File: src/rtl/proc_control.sv
// rtl/proc_control.sv - instruction sequencer for the base processor datapath
module proc_control #(
  parameter int DIN_WIDTH = 16
) (
  input  logic                 clock,
  input  logic                 reset,
  input  logic                 run,
  input  logic [DIN_WIDTH-1:0] din,
  output logic                 ir_in,
  output logic [7:0]           r_in,
  output logic [7:0]           r_out,
  output logic                 a_in,
  output logic                 g_in,
  output logic                 g_out,
  output logic                 din_out,
  output logic                 add_sub,
  output logic                 done,
  output logic                 busy
);

  typedef enum logic [1:0] {T0, T1, T2, T3} state_t;

  localparam logic [2:0] OP_MV  = 3'b000;
  localparam logic [2:0] OP_MVI = 3'b001;
  localparam logic [2:0] OP_ADD = 3'b010;
  localparam logic [2:0] OP_SUB = 3'b011;

  state_t     state;
  state_t     state_next;
  logic [8:0] ir;
  logic [2:0] opcode;
  logic [7:0] x_sel;
  logic [7:0] y_sel;
  logic       unused_din;

  assign opcode = ir[8:6];
  assign x_sel  = 8'b1 << ir[5:3];
  assign y_sel  = 8'b1 << ir[2:0];

  // Only din[8:0] carries the instruction; upper bits are operand-only.
  assign unused_din = ^(din >> 9);

  // State register; reset aborts any instruction in flight.
  always_ff @(posedge clock or posedge reset) begin
    if (reset) state <= T0;
    else       state <= state_next;
  end

  // Instruction register loads only on an accepted run in T0, so it stays stable through T1-T3.
  always_ff @(posedge clock or posedge reset) begin
    if (reset)                   ir <= 9'd0;
    else if (state == T0 && run) ir <= din[8:0];
  end

  // Next-state and control strobes; everything is forced low while reset is held.
  always_comb begin
    state_next = state;
    ir_in      = 1'b0;
    r_in       = 8'd0;
    r_out      = 8'd0;
    a_in       = 1'b0;
    g_in       = 1'b0;
    g_out      = 1'b0;
    din_out    = 1'b0;
    add_sub    = 1'b0;
    done       = 1'b0;
    busy       = (state != T0);
    case (state)
      T0: begin
        ir_in = run;
        if (run) state_next = T1;
      end
      T1: begin
        case (opcode)
          OP_MV: begin
            r_out      = y_sel;
            r_in       = x_sel;
            done       = 1'b1;
            state_next = T0;
          end
          OP_MVI: begin
            din_out    = 1'b1;
            r_in       = x_sel;
            done       = 1'b1;
            state_next = T0;
          end
          OP_ADD, OP_SUB: begin
            r_out      = x_sel;
            a_in       = 1'b1;
            state_next = T2;
          end
          default: begin
            done       = 1'b1;
            state_next = T0;
          end
        endcase
      end
      T2: begin
        r_out      = y_sel;
        g_in       = 1'b1;
        add_sub    = ir[6];
        state_next = T3;
      end
      T3: begin
        g_out      = 1'b1;
        r_in       = x_sel;
        done       = 1'b1;
        state_next = T0;
      end
      default: state_next = T0;
    endcase
    if (reset) begin
      ir_in   = 1'b0;
      r_in    = 8'd0;
      r_out   = 8'd0;
      a_in    = 1'b0;
      g_in    = 1'b0;
      g_out   = 1'b0;
      din_out = 1'b0;
      add_sub = 1'b0;
      done    = 1'b0;
      busy    = 1'b0;
    end
  end

endmodule

File: config.mk
export PLATFORM = sky130hd
export DESIGN_NAME = proc_control
export DESIGN_NICKNAME = d
export VERILOG_FILES = /design/src/rtl/proc_control.sv
export SDC_FILE = /design/constraint.sdc
export NUM_CORES = 1
export LEC_CHECK = 0
export CAP_MARGIN = 20
export CORE_AREA = 10 10 57 59
export DETAILED_ROUTE_END_ITERATION = 10
export DIE_AREA = 0 0 67 69
export MAX_ROUTING_LAYER = met4
export PLACE_DENSITY = 0.85
export SYNTH_ARGS = -nofsm -noshare
export SYNTH_HDL_FRONTEND = slang
export SYNTH_SLANG_ARGS = --single-unit
File: constraint.sdc
create_clock -name clock -period 2 [get_ports clock]
set_input_delay 0.4 -clock clock [delete_from_list [all_inputs] [get_ports clock]]
set_output_delay 0.4 -clock clock [all_outputs]
set_load 0.1 [all_outputs]
# Yosys cells after proc, flatten, opt, wreduce, memory -nomap -nowiden
# Index checks and enable logic that the tools add are counted.
# op_classes
n_mux,27
eq_ne,7
reduce_logical,6
shifts,2
# ops
cell,n
one-hot mux 8 bit (2 select lines),3
2-to-1 mux 8 bit,3
2-to-1 mux 1 bit,17
left shift 1 x 3 -> 8 bit (first input constant),2
one-hot mux 2 bit (4 select lines),1
equality test 3 x 2 -> 1 bit (second input constant),2
equality test 2 bit (second input constant),2
2-to-1 mux 2 bit,2
OR reduction 2 bit,2
equality test 3 x 1 -> 1 bit (second input constant),1
logical NOT 3 bit,1
equality test 2 x 1 -> 1 bit (second input constant),1
logical NOT 2 bit,1
inequality test 2 bit (second input constant),1
one-hot mux 1 bit (2 select lines),1
nonzero test 2 bit,1
logical AND 1 bit,1
# word_totals
ff_bits,11
output_inout_bits,24
in_bits,19

# Longest topological paths before layout
# Gate-level depths: netlist of the first run.
# logic_depth
depth_word,5
mapped_depth,5
ltp_nobuf,5

# Worst setup path after synthesis of the first run
# OpenSTA, ideal clock, no wires.
# synth_timing
kind,register to output
start,register (tool-made name)
end,output port r_in[0]
stages_incl_launch_ff,5
required_ps,1600
setup_slack_ps,-2117
n_path_buf,0
t_arrival_ps,3717
path_cell_list,dfrtp_1 -> inv_1 -> ha_1 -> a21oi_1 -> nor4_1
# synth_lines
element,line_no,text
to (decl),10,"output logic [7:0] r_in,"

==> results of run 1 <==
[per-layer routing]
layer | track usage | routed length (um) | up-vias | share of wire
met2 | 0.300 | 2390 | 64 | 0.48
li1 | - | - | 427 | -
met3 | 0.0306 | 377 | 25 | 0.076
met5 | - | 0 | - | 0
met1 | 0.232 | 1890 | 531 | 0.38
met4 | 0.0747 | 280 | 0 | 0.057
[final timing paths]
kind	start	to	slack (ps)	depth (start not counted)
hold / removal	ir[5]	ir[5]	600	1
hold reg to reg	ir[5]	ir[5]	600	1
min in group asynchronous	reset	ir[7]	640	4
max in group asynchronous	reset	ir[3]	1200	4
setup / recovery	register	r_out[5]	-470	7
setup reg to reg	register	register	310	5
[placed cells by master, fill, tap and decap left out, drive strengths merged, types with 4 or more instances in the layout]
master / n
o22ai: 4
clkbuf: 4
dfrtp: 11
clkdlybuf4s50: 10
nand2: 5
mux2: 9
nor3: 5
nor2b: 4
buf: 49
o32ai: 4
ha: 4
nor2: 8
nor4: 4
[state kept, by name (all words and copies together), names as in the netlist, named ones only]
name and flops:
ir 9, state 1
[stage by stage]
| step | power (mW) | hold WS, ps | setup TNS (ps) |
|---|---|---|---|
| 2_1_floorplan | 1.53 | 368 | -5520 |
| 3_3_place_gp | 2.03 | 548 | -2600 |
| 3_5_place_dp | 2.14 | 568 | -3600 |
| 4_1_cts | 2.46 | 582 | -3540 |
| 5_1_grt | 2.71 | 634 | -5750 |
| 6_report | 2.64 | 602 | -5120 |
[cells in the mapped netlist, drive strengths merged]
cell and number:
or2 1, and2 1, o41ai 1, mux2 9, o21ai 2, nand3 2
o22ai 4, nor3 5, nor4b 1, buf 1, nor2b 4, nor2 8
dfrtp 11, nor4 4, a21oi 3, nand2 5, o32ai 4, ha 4
inv 4, nand2b 3, nand3b 3, and4bb 1
[kinds of logic after synthesis]
| family | Yosys count | synth area share |
|---|---|---|
| flip-flops | 11 | 0.364 |
| buffers and inverters | 5 | 0.0265 |
| AND/OR/NAND/NOR | 38 | 0.285 |
| AO/OA/AOI/OAI | 14 | 0.124 |
| multiplexers | 9 | 0.134 |
| adder cells (fa/ha/maj) | 4 | 0.0662 |
[worst max-delay path: stages, from the launching register on]
cell	delay, ps
dfrtp_1	410
inv_2	90
ha_4	280
nor2b_4	230
nand3b_1	220
buf_4	210
o22ai_4	150
buf_12	200
[where the power goes]
part / total (mW) / internal (mW) / switching (mW)
sequential: 0.543 / 0.329 / 0.214
clock: 0.152 / 0.0773 / 0.0749
combinational: 1.94 / 0.761 / 1.18
total: 2.64 / 1.17 / 1.47
[area by class of cell]
type                    count  area share
clock buffers               4      0.0130
well taps                  28      0.0174
flip-flops and latches     11       0.137
repair buffers             60       0.403
inverters                   4     0.00931
multi-input cells          65       0.420
[repair_timing]
| item | CTS | global route |
|---|---|---|
| pin swaps | 12 | 3 |
| setup endpoints to repair | 19 | 20 |
| buffers inserted | 4 | 2 |
| gates resized for setup | 17 | 5 |
==> results.md, run 1 <==
* Status: finished, violations left
* Failing checks: negative setup slack
* Worst Clk Skew at 8.35 ps
* Clock Latency Late Sink at 270 ps
* Post-route ant nets at 0
* Final #Nets at 168
* Synthesized Nets at 104
* Clock buffer depth at 2
* Multi-input gate area at 847 um^2
* Fillers at 56
* Setup ws final at -470 ps
* Initial antenna violation count at 0
* Slew at the pin closest to its max-slew limit at 559 ps
* Hold Vio Cnt, Final at 0
* Overall Global Routing Usage at 0.190
* Crit-path max FO at 4
* I/O pin count at 43
* Total core area at 0.00215 mm^2
* GPL Wtd Cong at 0.977
* Slew HR at 0.622
* Max Cap Viol at 0
* TritonCTS Sinks at 11
* Final Instance Count excl. Fillers at 172
* Post-Synthesis Cells at 81
* Final core utilization at 0.938
* Max Slew Vio Count at 0
* Number of CTS-inserted buffers at 3
* Critical Path Sink Type: output port
* CTS tree: done
* CTS Hold Bufs at 0
* Synth warn at 0
* Post-Place Cell Area at 0.00184 mm^2
* # rows at 17
* P_leak at 0.749 nW
* Post-synth top area share at 0.364
* Drt wl/cell at 28.7 um
* Register area share after synthesis at 0.364
* Design area at 0.00202 mm^2
* Share of cells above drive strength 1 at 0.708
* Number of inserted diodes at 0
* RSZ-0062 raised after global routing: true
* Place WS at -364 ps
* Clock Pin Slew Worst Setup and Hold Paths at 70 ps
* Register bit total from synthesis at 11
* Leading post-synthesis cells by cell area: dfrtp_1 36%, mux2_2 13%, ha_1 6.6%, o32ai_1 4.6%, nor2_1 4.0%
* # DRC at 0
* Vias in the first global route at 1040
* Die Area at 0.00462 mm^2
* Global-route wire length before repair at 6.56 mm
* Effective utilization at floorplan at 0.352
* Tcrit/Tclk final at 1.23
* Yosys cell types at 22
* Layout area overhead at 167%
* Die width at 67 um
* Routed WL at 4.93 mm
* Die span in y at 69 um
* Final HPWL DP at 2.86 mm
* Crit path kind: register to output port
* Pwr dens at 1310 mW/mm^2
* Starting DRT DRC Count at 62
* Worst Setup Start Kind: register
* Setup violations, final at 19
* Mean Syn Cell Area at 9.33 um^2
* Vias per cell at 6.09
* CP arrival at 2070 ps
* Hold crit path type: register to register
* Placed cell count at 163
* Drt first pass iters at 4
* CTS H-tree depth at 1
* Leading area contributor after synthesis: dfrtp_1
* Peak supply drop at 1180 uV
* Mapped cell area at 756 um^2
* Overflow after GRT at 0
* Max Freq at 405 MHz
* Worst Path Required at 1600 ps
* Clock root buffer: clkbuf_4
* FF+latch area at 275 um^2
* Port-buffer cells at 35
* Pin count of the biggest net entering global routing at 12
* Vias at 1047
* Minimum clock period at 2470 ps
Note: power is estimated with default switching activity, not from simulation.
==> run 2: changes to the inputs <==
Settings changed: ABC_AREA from default to 1, CORE_AREA 10 10 57 59 to 10 10 59 61, DIE_AREA 0 0 67 69 to 0 0 69 71.
==> run 2 against run 1 <==
  * The run still ends with negative setup slack left
  * Die area rose by 6.0%
  * Clock-buffer cell count did not move
  * Via count rose by 8.8%
  * Synthesized area rose by 15%
  * Critical endpoint is now r_out[1]
==> results.md, run 2 <==
* GPL Wtd Cong at 0.787
* Share of cells above drive strength 1 at 0.566
* Async set-reset flop share out of synthesis at 1.00
* CTS Hold Bufs at 0
* Most common cell in the netlist: nor2_1
* Leading post-synthesis cells by cell area: dfrtp_1 32%, nor2_1 13%, a21oi_1 8.6%, nand2_1 7.3%, inv_1 6.9%
* Switch Pwr at 1.52 mW
* Hold Vio Cnt, Final at 0
* Sequential share of power at 0.196
* Pwr dens at 1320 mW/mm^2
* Max Cap Viol at 0
* Worst Path Required at 1600 ps
* Register area share after synthesis at 0.317
* Vias at 1139
* Switching Fraction at 0.570
* Minimum clock period at 2220 ps
* Final #Nets at 206
* Clock Pin Slew Worst Setup and Hold Paths at 80 ps
* Register bit total from synthesis at 11
* Initial antenna violation count at 0
* Number of synthesized flops with an enable pin at 0
* Final Power at 2.66 mW
* Reg-to-reg endpoint: ir[4]
* Crit-path max FO at 6
* Design area at 0.00202 mm^2
* Layout area overhead at 132%
* Clock power frac at 0.064
* CTS tree: done
* Number of CTS-inserted buffers at 3
* Clock Latency Late Sink at 290 ps
* Slew at the pin closest to its max-slew limit at 355 ps
* Commonest cells post-synth: 29 x nor2_1, 17 x nand2_1, 16 x inv_1, 15 x a21oi_1
* CP arrival at 1820 ps
* Die width at 69 um
* Tcrit/Tclk final at 1.11
* Met1 usage at 0.156
* Setup violations, final at 17
* Vias per cell at 5.37
* Setup TNS at -2440 ps
* Synth warn at 0
* Clock buffer depth at 2
* Effective utilization at floorplan at 0.364
* P_leak at 0.747 nW
* Largest reg by FF count: ir
* Failing checks: negative setup slack
* # DRC at 0
* Internal reg-to-reg setup slack at 410 ps
* Number of inserted diodes at 0
* Biggest registers after layout: ir: 9 flops, state: 1 flops
* Final HPWL DP at 2.64 mm
* Combinational cell fraction of total power at 0.740
* Placed cell count at 199
* Post-synth top area share at 0.317
* I/O pin count at 43
* Pin count of the biggest net entering global routing at 16
* Post-route ant nets at 0
* Synth Flop Type: dfrtp_1
* Fin Hold WS at 412 ps
* Drt wl/cell at 19.0 um
* RSZ-0062 raised after global routing: true
* Status: finished, violations left
* Post-Synthesis Cells at 128
* Vias in the first global route at 1229
* Crit path kind: register to output port
* Mean Syn Cell Area at 6.78 um^2
* Slew HR at 0.763
* Starting DRT DRC Count at 42
* Max FFs per register at 9
* Power Internal at 1.14 mW
* Mapped cell area at 868 um^2
* Worst Setup Start Kind: register
* Yosys cell types at 20
* Busiest grt layer: met2
* Overflow after GRT at 0
* Peak supply drop at 1330 uV
* Die span in y at 71 um
* Critical Path Sink Type: output port
* Routed WL at 4.02 mm
* Die Area at 0.00490 mm^2
* Clock root buffer: clkbuf_4
* Synthesized Nets at 151
* Total core area at 0.00239 mm^2
* Drt first pass iters at 4
* Hold crit path type: input pin to async pin
* Max Freq at 450 MHz
* Leading area contributor after synthesis: dfrtp_1
* Most frequent cells in the layout: 28 x buf_12, 15 x nor2_1, 14 x nand2_1
* Global-route wire length before repair at 6.51 mm
* # rows at 18
* Post-Place Cell Area at 0.00177 mm^2
* Worst Clk Skew at 3.73 ps
* Port-buffer cells at 35
* Met2 Track Usage GR at 0.319
* Most common cell after layout, fill and taps aside: buf_12
* TritonCTS Sinks at 11
* Fillers at 117
* Met3 usage at 0.0279
* Max Slew Vio Count at 0
* Setup ws final at -222 ps
* Overall Global Routing Usage at 0.168
* Final Instance Count excl. Fillers at 212
* CTS H-tree depth at 1
* Cell count of the worst reg-to-reg path at 6
[run 2: cells by family (layout without fill, tap and decap cells)]
group                    count (synthesis)  count (layout)  share of synthesized area
multiplexers                             3               3                     0.0389
buffers and inverters                   21              75                     0.0937
flip-flops                              11              11                      0.317
AND/OR/NAND/NOR                         71              71                      0.375
adder cells (fa/ha/maj)                  4               4                     0.0576
AO/OA/AOI/OAI                           18              18                      0.118
[run 2: what timing repair did]
item,in CTS,in global routing
pin swaps,11,8
setup buffers,7,3
gates resized for setup,25,10
setup endpoints to repair,20,18
[run 2: layer usage]
metal	up-vias	wire [um]
met3	13	164
met4	0	167
met2	42	2250
met1	560	1440
met5	-	0
li1	524	-
[run 2: through the flow]
| stage | util | setup slack (ps) |
|---|---|---|
| 2_1_floorplan | - | -314 |
| 3_3_place_gp | 0.740 | -234 |
| 3_5_place_dp | 0.740 | -285 |
| 4_1_cts | 0.825 | -158 |
| 5_1_grt | 0.844 | -255 |
| 6_report | 0.844 | -222 |
[run 2: worst max-delay path, stage by stage (launching register included)]
cell     delay [ps]
dfrtp_1         410
inv_2            90
ha_4            180
inv_4            40
nor2_1           80
nand2_1          90
nand2_4         130
nand3_2         120
a21oi_4         190
buf_12          200
[run 2: worst max-delay path by stage]
stage	slack, ps	end	from	cells after the start
final	-220	r_out[1]	register	9
after global routing	-260	r_out[1]	register	7
after CTS	-160	r_out[3]	register	9
after detailed placement	-290	r_in[7]	reset	8
after global placement	-230	r_in[7]	reset	8
after floorplan	-310	add_sub	state[0]	4
[run 2: cell type report]
cell class              count  area [um^2]  share of cell area
inverters                  19         92.6              0.0459
clock buffers               4         26.3              0.0130
repair buffers             52          771               0.382
multi-input cells          96          811               0.402
flip-flops and latches     11          278               0.138
well taps                  30         37.5              0.0186
[run 2: power by group through the flow]
stage / registers (mW) / logic (mW) / clock network, mW
floorplan: 0.432 / 1.13 / 0
global placement: 0.462 / 1.55 / 0
detailed placement: 0.481 / 1.60 / 0
CTS: 0.495 / 1.84 / 0.162
global route: 0.545 / 2.08 / 0.182
finish: 0.522 / 1.97 / 0.170
==> run 3: changes to the inputs <==
Settings changed: RECOVER_POWER from default to 100.
==> run 3 against run 2 <==
  * The flow still finishes with violations (negative setup slack)
  * Fmax grew 0.57%
  * Combinational power about the same
  * First-iteration DRC count fell by 17%
  * Power shrank 0.70%
  * Clock power hardly changed
  * Core utilization is 1.0 points lower
  * Die area unchanged
  * Design area down 1.2%
  * Clock skew decreased by 0.79 ps
  * Clock-buffer cell count did not move
  * Worst setup slack improved by 13 ps
  * Final cell count stayed put
  * Critical path type unchanged
  * Highest routed layer unchanged
==> results.md, run 3 (same netlist as run 2, synthesis figures left out) <==
* # DRC at 0
* Peak supply drop at 1290 uV
* RSZ-0062 raised after global routing: true
* CTS Hold Bufs at 0
* Overall Global Routing Usage at 0.168
* Hold Vio Cnt, Final at 0
* Vias in the first global route at 1229
* Die width at 69 um
* Max Cap Viol at 0
* Worst Clk Skew at 2.95 ps
* Crit path cell chain: inv_2 -> ha_4 -> inv_4 -> nor2_1 -> nand2_1 -> nand2_4 -> nand3_2 -> a21oi_4 -> buf_12
* Most frequent cells in the layout: 26 x buf_12, 16 x nor2_1, 14 x nand2_1
* Routed WL at 4.03 mm
* Reg-to-reg endpoint: ir[4]
* CP delay by family, top: simple AND/OR/NAND/NOR gates
* Critical Path Sink Type: output port
* CTS tree: done
* Most common cell after layout, fill and taps aside: buf_12
* Max Slew Vio Count at 0
* Clock Pin Slew Worst Setup and Hold Paths at 80 ps
* FF+latch area at 278 um^2
* Setup TNS at -2630 ps
* Effective utilization at floorplan at 0.364
* Fillers at 121
* Overflow after GRT at 0
* Drt first pass iters at 4
* Biggest registers after layout: ir: 9 flops, state: 1 flops
* Setup violations, final at 17
* Max Freq at 453 MHz
* CTS H-tree depth at 1
* Number of CTS-inserted buffers at 3
* Setup ws final at -209 ps
* CP arrival at 1810 ps
* Starting DRT DRC Count at 35
* Buf/Inv on CP at 3
* CP max stage cell: dfrtp_1
* Number of inserted diodes at 0
* GPL Wtd Cong at 0.787
* Hold crit path type: input pin to async pin
* Slowest stage delay, CP at 400 ps
* Clock Latency Late Sink at 290 ps
* Final HPWL DP at 2.64 mm
* Share of cells above drive strength 1 at 0.560
* Die Area at 0.00490 mm^2
* Final Power at 2.64 mW
* Port-buffer cells at 35
* Failing checks: negative setup slack
* Crit path kind: register to output port
* I/O pin count at 43
* Drt wl/cell at 19.0 um
* Pin count of the biggest net entering global routing at 16
* Final #Nets at 206
* Status: finished, violations left
* Placed cell count at 199
* Worst Path Required at 1600 ps
* Post-Place Cell Area at 0.00177 mm^2
* Tcrit/Tclk final at 1.10
* Initial antenna violation count at 0
* Vias at 1133
* Die span in y at 71 um
* Clock buffer depth at 2
* Post-route ant nets at 0
* Final Instance Count excl. Fillers at 212
* Max FFs per register at 9
* Slew at the pin closest to its max-slew limit at 324 ps
* Multi-input gate area at 808 um^2
* Minimum clock period at 2210 ps
* Design area at 0.00199 mm^2
* Setup crit end: r_out[1]
* Pwr dens at 1330 mW/mm^2
* Worst path depth at 9
* Crit-path max FO at 6
* Total core area at 0.00239 mm^2
* Fin Hold WS at 476 ps
* Global-route wire length before repair at 6.51 mm
* # rows at 18
* Clock root buffer: clkbuf_4
* Slew HR at 0.782
* Layout area overhead at 129%
* P_leak at 0.738 nW
* Worst Setup Start Kind: register
* Internal reg-to-reg setup slack at 420 ps
* Vias per cell at 5.34
* Cell count of the worst reg-to-reg path at 6
* TritonCTS Sinks at 11
* Largest reg by FF count: ir
[run 3: worst min path at each step]
stage / startpoint / endpoint / slack (ps) / cells past startpoint
after floorplan: reset / async pin / 170 / 1
after global placement: ir[0] / ir[0] / 560 / 2
after detailed placement: ir[0] / ir[0] / 580 / 2
after CTS: reset / ir[8] / 410 / 3
after global routing: reset / ir[8] / 500 / 3
final: reset / ir[8] / 480 / 3
[run 3: timing repair]
action | CTS | global route
setup buffers | 7 | 3
gates resized for setup | 25 | 10
endpoints found under the setup margin | 20 | 18
pin swaps | 11 | 8
gates cloned | 0 | 0
[run 3: where the power goes]
part	internal [mW]	leakage [nW]	switching (mW)
clock	0.0778	0.0150	0.0923
combinational	0.715	0.599	1.24
sequential	0.337	0.124	0.184
total	1.13	0.738	1.51
[run 3: cell type report]
class,instances,share of cell area
sequential,11,0.140
clock buffer,4,0.0132
timing repair buffer,52,0.376
inverter,19,0.0459
tap,30,0.0189
multi-input combinational,96,0.406
[run 3: per-layer routing]
metal,vias to the layer above,track usage,wire (um)
met5,-,-,0
met4,0,0.0917,169
met3,13,0.0279,181
met2,48,0.319,2240
met1,549,0.156,1430
li1,523,-,-
[run 3: worst min-delay path, cell delays in order]
cell and delay (ps):
dlygate4sd2_1 330, clkinvlp_2 170, buf_4 230
[run 3: stage by stage]
stage	util	worst slack, ps
floorplan	-	-314
finish	0.834	-209
detailed placement	0.740	-285
global placement	0.740	-234
global route	0.834	-259
CTS	0.825	-158
==> edit: new RTL, config.mk and constraints of run 3 <==
Put a register stage on the output `din_out`, with the module's reset. The value now appears one clock later. The other outputs are not delayed to match.
--- a/src/rtl/proc_control.sv
+++ b/src/rtl/proc_control.sv
@@ -24,6 +24,8 @@
   localparam logic [2:0] OP_MVI = 3'b001;
   localparam logic [2:0] OP_ADD = 3'b010;
   localparam logic [2:0] OP_SUB = 3'b011;
+
+  logic din_d;
 
   state_t     state;
   state_t     state_next;
@@ -61,7 +63,7 @@
     a_in       = 1'b0;
     g_in       = 1'b0;
     g_out      = 1'b0;
-    din_out    = 1'b0;
+    din_d      = 1'b0;
     add_sub    = 1'b0;
     done       = 1'b0;
     busy       = (state != T0);
@@ -79,7 +81,7 @@
             state_next = T0;
           end
           OP_MVI: begin
-            din_out    = 1'b1;
+            din_d      = 1'b1;
             r_in       = x_sel;
             done       = 1'b1;
             state_next = T0;
@@ -116,12 +118,20 @@
       a_in    = 1'b0;
       g_in    = 1'b0;
       g_out   = 1'b0;
-      din_out = 1'b0;
+      din_d = 1'b0;
       add_sub = 1'b0;
       done    = 1'b0;
       busy    = 1'b0;
     end
   end
 
+  always_ff @(posedge clock or posedge reset) begin
+    if (reset) begin
+      din_out <= '0;
+    end else begin
+      din_out <= din_d;
+    end
+  end
+
 endmodule
 
Function: changed (Yosys sat finds a counterexample within 4 cycles, from zero or initial values and one cycle with reset high).
==> edit against run 3 <==
The run still ends with setup timing left; sequential cell count increased by 1; utilization decreased by 0.47 points; cell area decreased by 0.57%; die area unchanged; combinational power decreased by 7%; clock skew increased by 0.012 ns; critical path type unchanged; wire length decreased by 2.2%; setup slack improved by 0.014 ns; area after synthesis increased by 1.6%; highest routed layer unchanged; total power decreased by 3.2%; final cell count increased by 0.94%.
==> edit: results (changes against run 3) <==
* HPWL after DPL: 2660 um (+0.83%)
- H-tree depth reported by CTS: 1 (unchanged)
- The count of routing violations after the opening detailed-route iteration came to 75 (+110%).
* Part of the Yosys area used for sequential elements: 34.0% (+2.3 points)
- The post-placement setup slack was -0.138 ns (+0.147 ns).
* Met3 WL: 171 um (-5.5%)
- Switching Share: 58.5% (+1.3 points)
- Total nets after synthesis: 158 (+4.6%)
- After clock tree synthesis, the clock-pin slew on the worst setup and hold paths is 0.09 ns.
- The number of different library cells in the post-synthesis netlist was 18 (-10%).
- Total number of vias: 1170 (+3.3%)
* Gpl congestion: 0.893 (+13%)
* Violated checks: setup timing
* Combined global-route utilization of all metal layers: 13.9% (-2.8 points)
* Clk_lat worst skew: 0.28 ns
- Synth async-reset ratio: 100% (unchanged)
- Leakage power total: 0.755 nW (+2.2%)
- By count the netlist is led by 28 x sky130_fd_sc_hd__nor2_1, 18 x sky130_fd_sc_hd__nand2_1, 17 x sky130_fd_sc_hd__a21oi_1, 17 x sky130_fd_sc_hd__inv_1.
- The count of final setup violators was 17 (unchanged).
- Library cell used as clock root buffer: sky130_fd_sc_hd__clkbuf_4
- The largest fanout on the critical path is 7 (+1).
* Commonest register cell after synthesis: sky130_fd_sc_hd__dfrtp_1
* Met1 layer wirelength in the final routing: 1620 um (+13%)
* Hold WC Path Type: flop to flop
* Top metal layer carrying routed signals: met4
- The global-route wire length before repair was 5690 um (-13%).
- The number of iterations in the first detailed-routing pass was 4 (unchanged).
* Setup slack on the worst flop-to-flop path: 0.48 ns (+0.06 ns)
- Synth Warn #: 0 (unchanged)
- Largest net degree at the start of global routing: 19 (+3)
- Antenna violations before repair: 0 (unchanged)
* Arrival time of the worst setup path: 1.79 ns (-0.02 ns)
- TritonCTS buffer count: 3 (unchanged)
* Setup TNS: -2.52 ns (+0.111 ns)
- The maximum vdd ir drop came to 1.06 mV (-18%).
- The fraction of final layout cells sized beyond drive strength 1 came to 50.0% (-6.0 points).
- The number of buffers on the longest clock path is 2 (unchanged).
* Status: finished with violations
- The largest registers in the layout are ir x9, din_out x1, state x1.
- The setup slack after layout is -0.195 ns (+0.0143 ns).
* Mean routed wirelength per cell: 18.4 um (-3.1%)
* Max transition margin: 56.4% (-22 points)
- Antenna fix cells: 0 (unchanged)
- IO buf count: 35 (unchanged)
- Net count of the finished layout: 208 (+0.97%)
* Cells taking the most area after synthesis: sky130_fd_sc_hd__dfrtp_1 34%, sky130_fd_sc_hd__nor2_1 12%, sky130_fd_sc_hd__a21oi_1 9.6%
* Max Clock Skew: 0.0145 ns (+0.0116 ns)
* Routed length on met2: 2040 um (-9.3%)
[edit: layout make-up]
| type | instances | area, um2 |
|---|---|---|
| inverters | 24 | 101 |
| fillers | 120 | 408 |
| repair buffers | 46 | 687 |
| flip-flops and latches | 12 | 304 |
| multi-input cells | 98 | 813 |
| clock buffers | 4 | 36.3 |
| well taps | 30 | 37.5 |
[edit: timing repair]
| action | CTS | global route |
|---|---|---|
| gates resized for setup | 15 | 19 |
| pin swaps | 5 | 6 |
| endpoints found under the setup margin | 18 | 17 |
| buffers inserted | 2 | 1 |
[edit: cells by family (layout without fill, tap and decap cells)]
group,Yosys count,count (layout),synth area share [%]
flops,12,12,34.0
fa+ha+maj,4,4,5.67
compound gates,20,20,12.6
simple gates,74,74,36.9
buf+inv,25,74,10.8
[edit: worst paths after layout]
check,cells past startpoint,end,start
hold reg to reg,1,din_out,ir[7]
min in group asynchronous,4,asynchronous set/reset pin,reset
hold / removal,1,din_out,ir[7]
max in group asynchronous,4,ir[8],reset
setup / recovery,9,r_out[6],flop
setup reg to reg,6,ir[2],state[0]
[edit: power by group through the flow]
stage                     Combinational, mW  Clock, mW  Sequential, mW
after floorplan                        1.02          0           0.480
after global placement                 1.44          0           0.481
after CTS                              1.58      0.195           0.507
after detailed placement               1.49          0           0.502
after global routing                   1.90      0.212           0.555
final                                  1.81      0.201           0.546
[edit: per-stage QoR]
step / util (%) / hold WS (ns) / area (um2) / instances
2_1_floorplan: - / 0.215 / 1070 / 135
3_3_place_gp: 73.8 / 0.517 / 1760 / 207
3_5_place_dp: 73.8 / 0.536 / 1760 / 207
4_1_cts: 78.4 / 0.458 / 1870 / 213
5_1_grt: 82.9 / 0.554 / 1980 / 214
6_report: 82.9 / 0.531 / 1980 / 214
[edit: per-layer routing]
metal | global-route usage, % | vias to the layer above
met4 | 7.16 | 0
li1 | - | 527
met3 | 2.37 | 10
met5 | - | -
met2 | 24.8 | 62
met1 | 14.4 | 571
[edit: critical path: stages, from the launching register on]
cell                      delay (ns)
sky130_fd_sc_hd__dfrtp_1        0.42
sky130_fd_sc_hd__inv_2          0.09
sky130_fd_sc_hd__ha_4           0.15
sky130_fd_sc_hd__inv_4          0.05
sky130_fd_sc_hd__nor2_4         0.13
sky130_fd_sc_hd__nand2_4        0.08
sky130_fd_sc_hd__nand2_8        0.12
sky130_fd_sc_hd__nand3_4        0.09
sky130_fd_sc_hd__a21oi_4        0.18
sky130_fd_sc_hd__buf_12         0.19
